==> src/rtl/flit_arbiter_4x1.sv <==
// 4:1 round-robin flit arbiter with packet lock and a single output register.
// A port keeps the lock until its tail flit transfers; other ports wait.
module flit_arbiter_4x1 #(
    parameter int FLIT_WIDTH = 6
) (
    input  logic                  clk,
    input  logic                  reset_n,
    input  logic [3:0]            in_valid,
    input  logic [FLIT_WIDTH-1:0] in_flit0,
    input  logic [FLIT_WIDTH-1:0] in_flit1,
    input  logic [FLIT_WIDTH-1:0] in_flit2,
    input  logic [FLIT_WIDTH-1:0] in_flit3,
    output logic [3:0]            in_ready,
    output logic                  out_valid,
    output logic [FLIT_WIDTH-1:0] out_flit,
    input  logic                  out_ready,
    output logic [1:0]            select,
    output logic [3:0]            grant
);

    typedef enum logic {
        IDLE,
        LOCKED
    } state_t;

    state_t                r_state;
    logic [1:0]            r_last;
    logic [1:0]            r_select;
    logic [3:0]            r_grant;
    logic                  r_out_valid;
    logic [FLIT_WIDTH-1:0] r_out_flit;

    logic [1:0]            w_pick;
    logic                  w_found;
    logic [FLIT_WIDTH-1:0] w_sel_flit;
    logic                  w_can_accept;
    logic [3:0]            w_in_ready;
    logic                  w_in_xfer;
    logic                  w_out_xfer;
    logic                  w_tail;

    // Search starts just after the last owner, so the last owner ranks lowest.
    always_comb begin
        w_pick  = r_last;
        w_found = 1'b0;
        for (int k = 1; k <= 4; k++) begin
            if (!w_found && in_valid[r_last + 2'(k)]) begin
                w_pick  = r_last + 2'(k);
                w_found = 1'b1;
            end
        end
    end

    always_comb begin
        w_sel_flit = in_flit0;
        case (r_select)
            2'd0: w_sel_flit = in_flit0;
            2'd1: w_sel_flit = in_flit1;
            2'd2: w_sel_flit = in_flit2;
            2'd3: w_sel_flit = in_flit3;
            default: w_sel_flit = in_flit0;
        endcase
    end

    assign w_can_accept = !r_out_valid || out_ready;

    always_comb begin
        w_in_ready = 4'b0000;
        if (r_state == LOCKED) begin
            w_in_ready[r_select] = w_can_accept;
        end
    end

    assign w_in_xfer  = in_valid[r_select] && w_in_ready[r_select];
    assign w_out_xfer = r_out_valid && out_ready;
    assign w_tail     = w_sel_flit[FLIT_WIDTH-1];

    always_ff @(posedge clk or negedge reset_n) begin
        if (!reset_n) begin
            r_state  <= IDLE;
            r_last   <= 2'd3;
            r_select <= 2'd0;
            r_grant  <= 4'b0000;
        end else begin
            unique case (r_state)
                IDLE: begin
                    r_grant <= 4'b0000;
                    if (w_found) begin
                        r_select <= w_pick;
                        r_grant  <= 4'b0001 << w_pick;
                        r_state  <= LOCKED;
                    end
                end
                LOCKED: begin
                    if (w_in_xfer && w_tail) begin
                        r_last  <= r_select;
                        r_grant <= 4'b0000;
                        r_state <= IDLE;
                    end
                end
            endcase
        end
    end

    // Output register drains regardless of the arbitration state.
    always_ff @(posedge clk or negedge reset_n) begin
        if (!reset_n) begin
            r_out_valid <= 1'b0;
            r_out_flit  <= '0;
        end else if (w_in_xfer) begin
            r_out_valid <= 1'b1;
            r_out_flit  <= w_sel_flit;
        end else if (w_out_xfer) begin
            r_out_valid <= 1'b0;
        end
    end

    assign in_ready  = w_in_ready;
    assign out_valid = r_out_valid;
    assign out_flit  = r_out_flit;
    assign select    = r_select;
    assign grant     = r_grant;

endmodule
==> config.mk <==
export PLATFORM = sky130hd
export DESIGN_NAME = flit_arbiter_4x1
export DESIGN_NICKNAME = d
export VERILOG_FILES = /design/src/rtl/flit_arbiter_4x1.sv
export SDC_FILE = /design/constraint.sdc
export NUM_CORES = 1
export LEC_CHECK = 0
export ABC_CLOCK_PERIOD_IN_PS = 1800
export BUFFER_PORTS_ARGS = -buffer_cell sky130_fd_sc_hd__buf_2
export CAP_MARGIN = 5
export CORE_AREA = 8 8 46 75
export DETAILED_ROUTE_END_ITERATION = 8
export DIE_AREA = 0 0 54 83
export HOLD_SLACK_MARGIN = 0.15
export PLACE_DENSITY = 0.78
export SKIP_CTS_REPAIR_TIMING = 1
export SYNTH_ARGS = -nofsm -noshare
export SYNTH_HDL_FRONTEND = slang
export SYNTH_SLANG_ARGS = --single-unit
==> constraint.sdc <==
create_clock -name clk -period 1.8 [get_ports clk]
set_clock_uncertainty 0.15 [all_clocks]
set_input_delay 0.18 -clock clk [delete_from_list [all_inputs] [get_ports clk]]
set_output_delay 0.18 -clock clk [all_outputs]
set_load 0.005 [all_outputs]
==> reports/metrics.yaml <==
drtIter0Drc: 6
die_h_um: 83
coreArea_mm2: 0.00246
dr_wl_met2_mm: 1.31
path_max_fanout: 7
cts_buffer_depth: 2
cp.required_ns: 1.78
die_width_um: 54
path_clk_slew_ns: 0.06
vias: 782
port_buffers: 47
die_area_mm2: 0.00448
met3_length_um: 272
worst_skew_pair.late_latency_ns: 0.25
yosys_warnings: 0
area_growth_pct: 39.6
ys_ff_latch: 16
hold_viol: 0
drive_gt1_share_pct: 59.8
initial_utilization_pct: 36.7
pin_count: 48
yosys.cell_types.count: 27
cts_buffers: 3
slew_viol_final: 0
synth_fp_nets: 101
critPathLaunchType: "flop"
synth_edf_count: 0
cpPeakStageDelay_ns: 0.57
slew_headroom_pct: 73.7
top_layer_used: "met4"
maxCapViolCount: 0
p_leak_uw: 0.000620
cp_top_family: "multiplexers"
antenna_found_initial: 0
fp-row-count: 24
hpwl_mm: 1.99
wl_per_cell_um: 16.5
synth_cells: 70
nFillCells: 223
htreeDepth: 1
grt_max_degree: 17
max_freq_mhz: 573
grt_pass1_vias: 857
rsz0062_at_grt: "yes"
finalCritPeriodShare_pct: 97.0
cp_num_buf_inv: 0
async_flop_share_pct: 100
synth_area_per_cell_um2: 12.9
grt_overflow_total: 0
outcome: "completed"
wl_mm: 2.44
setup_viol: 0
synth_flop_cell: "dfrtp_1"
met1_length_um: 823
gp_congestion: 0.789
worst_slew_pin_slew_ns: 0.394
endpoint_kind: "flop"
crit_type: "flop to flop"
antenna_left: 0
grt_pass1_wl_mm: 3.77
tns_ns: 0
yosys.area_share.xor_xnor_pct: 0
grt.total_usage_pct: 10.6
cts_root_buf: "clkbuf_8"
fin_nets: 154
synthAdderAreaFrac_pct: 0
cp_slowest_cell: "mux4_2"
cts_tree: "done"
pwr_density_cell_mw_per_mm2: 1650
via_per_inst: 5.28
synth_top_family_by_area: "multiplexers"
critPathArrivalTime_ns: 1.73
final_core_util_pct: 51.2
synth_compound_area_share_pct: 8.17
cp_cell_sequence: "mux4_2, nand3_4, mux2_2"
synth-seq-area-share_pct: 44.6
synth.area.mux_share_pct: 28.1
numClockSinks: 16
period_needed_ns: 1.75
first_pass_iters: 6
mappedNetlistArea_um2: 903
n_antenna_cell: 0
hp-class: "primary input to flop"
synth-simple-area-share_pct: 17.3
drc: 0
ir_worst_vdd_mv: 0.534
[flip-flops by register name (all words and copies together) (netlist names)]
register and cells:
r_state 1, out_valid 1, out_flit 6, grant 4, r_last 2, select 2
[synthesized netlist by cell type, types with 2 or more instances]
cell | count | area share, %
nand2b_1 | 4 | 2.8
mux2_4 | 2 | 3.3
a32o_1 | 2 | 2.2
dfstp_2 | 2 | 5.8
clkbuf_1 | 2 | 0.83
nor2_1 | 3 | 1.2
dfrtp_1 | 14 | 39
mux2_2 | 5 | 6.2
nor3b_1 | 3 | 2.5
a21o_1 | 2 | 1.7
nor3_1 | 3 | 1.7
o2bb2ai_1 | 2 | 1.9
a21oi_1 | 2 | 1.1
mux4_2 | 7 | 17
nand2_1 | 5 | 2.1
[path summary, 6_finish.rpt]
kind                             startpoint  cells after the start  slack [ns]          end
worst min register to register  out_flit[5]                      1        0.33  out_flit[5]
worst max register to register    select[1]                      3        0.05  out_flit[0]
min in group asynchronous           reset_n                      2        0.23     grant[3]
worst max-delay path              select[1]                      3        0.05  out_flit[0]
max in group asynchronous           reset_n                      2        0.96    r_last[1]
worst min-delay path              out_ready                      3        0.21    out_valid
[per-stage QoR]
step                      power, µW  std cells  instance area [µm²]  hold slack (ns)  worst slack (ns)
final                          2080        148                 1260            0.207            0.0545
after global routing           2240        148                 1260            0.226           -0.0185
after CTS                      2070        147                 1240           -0.306            0.0314
after detailed placement       1790        143                 1190          -0.0364            0.0439
after global placement         1750        143                 1190          -0.0451            0.0818
after floorplan                1380         70                  903           -0.266            0.0597
[layout by cell type, fill, tap and decap left out, types with 4 or more instances in the layout]
cell type	Yosys	layout
mux4_2	7	7
nand2_1	5	5
mux2_2	5	4
buf_2	1	47
nand2b_1	4	4
dfrtp_1	14	13
[metal layers]
layer | vias up | track usage [%]
li1 | 370 | -
met1 | 372 | 10.6
met2 | 35 | 19.1
met3 | 5 | 3.04
met4 | 0 | 3.83
met5 | - | 0
[tightest hold or removal path: cells and delay by family]
family / cells / cell delay, ns
and+or+nand+nor: 2 / 0.30
buffers and inverters: 1 / 0.07
[cells by family after synthesis]
| kind of cell | after synthesis |
|---|---|
| and+or+nand+nor | 25 |
| DFF | 16 |
| muxes | 15 |
| AOI/OAI and AO/OA | 10 |
| buffers and inverters | 4 |
[area by class of cell]
type | instances | area, µm² | share of cell area (%)
flip-flops and latches | 16 | 404 | 32.0
well taps | 26 | 32.5 | 2.58
repair buffers | 51 | 280 | 22.2
multi-input cells | 50 | 495 | 39.3
inverters | 1 | 3.75 | 0.298
clock buffers | 4 | 45.0 | 3.57
[power by group]
part           leakage [µW]  total (µW)  internal (µW)  switching [µW]
Combinational      0.000407        1100            646             450
Sequential         0.000190         714            554             161
Clock             0.0000228         274            157             117
Total              0.000620        2080           1360             728
(Power assumes the default switching activity.)
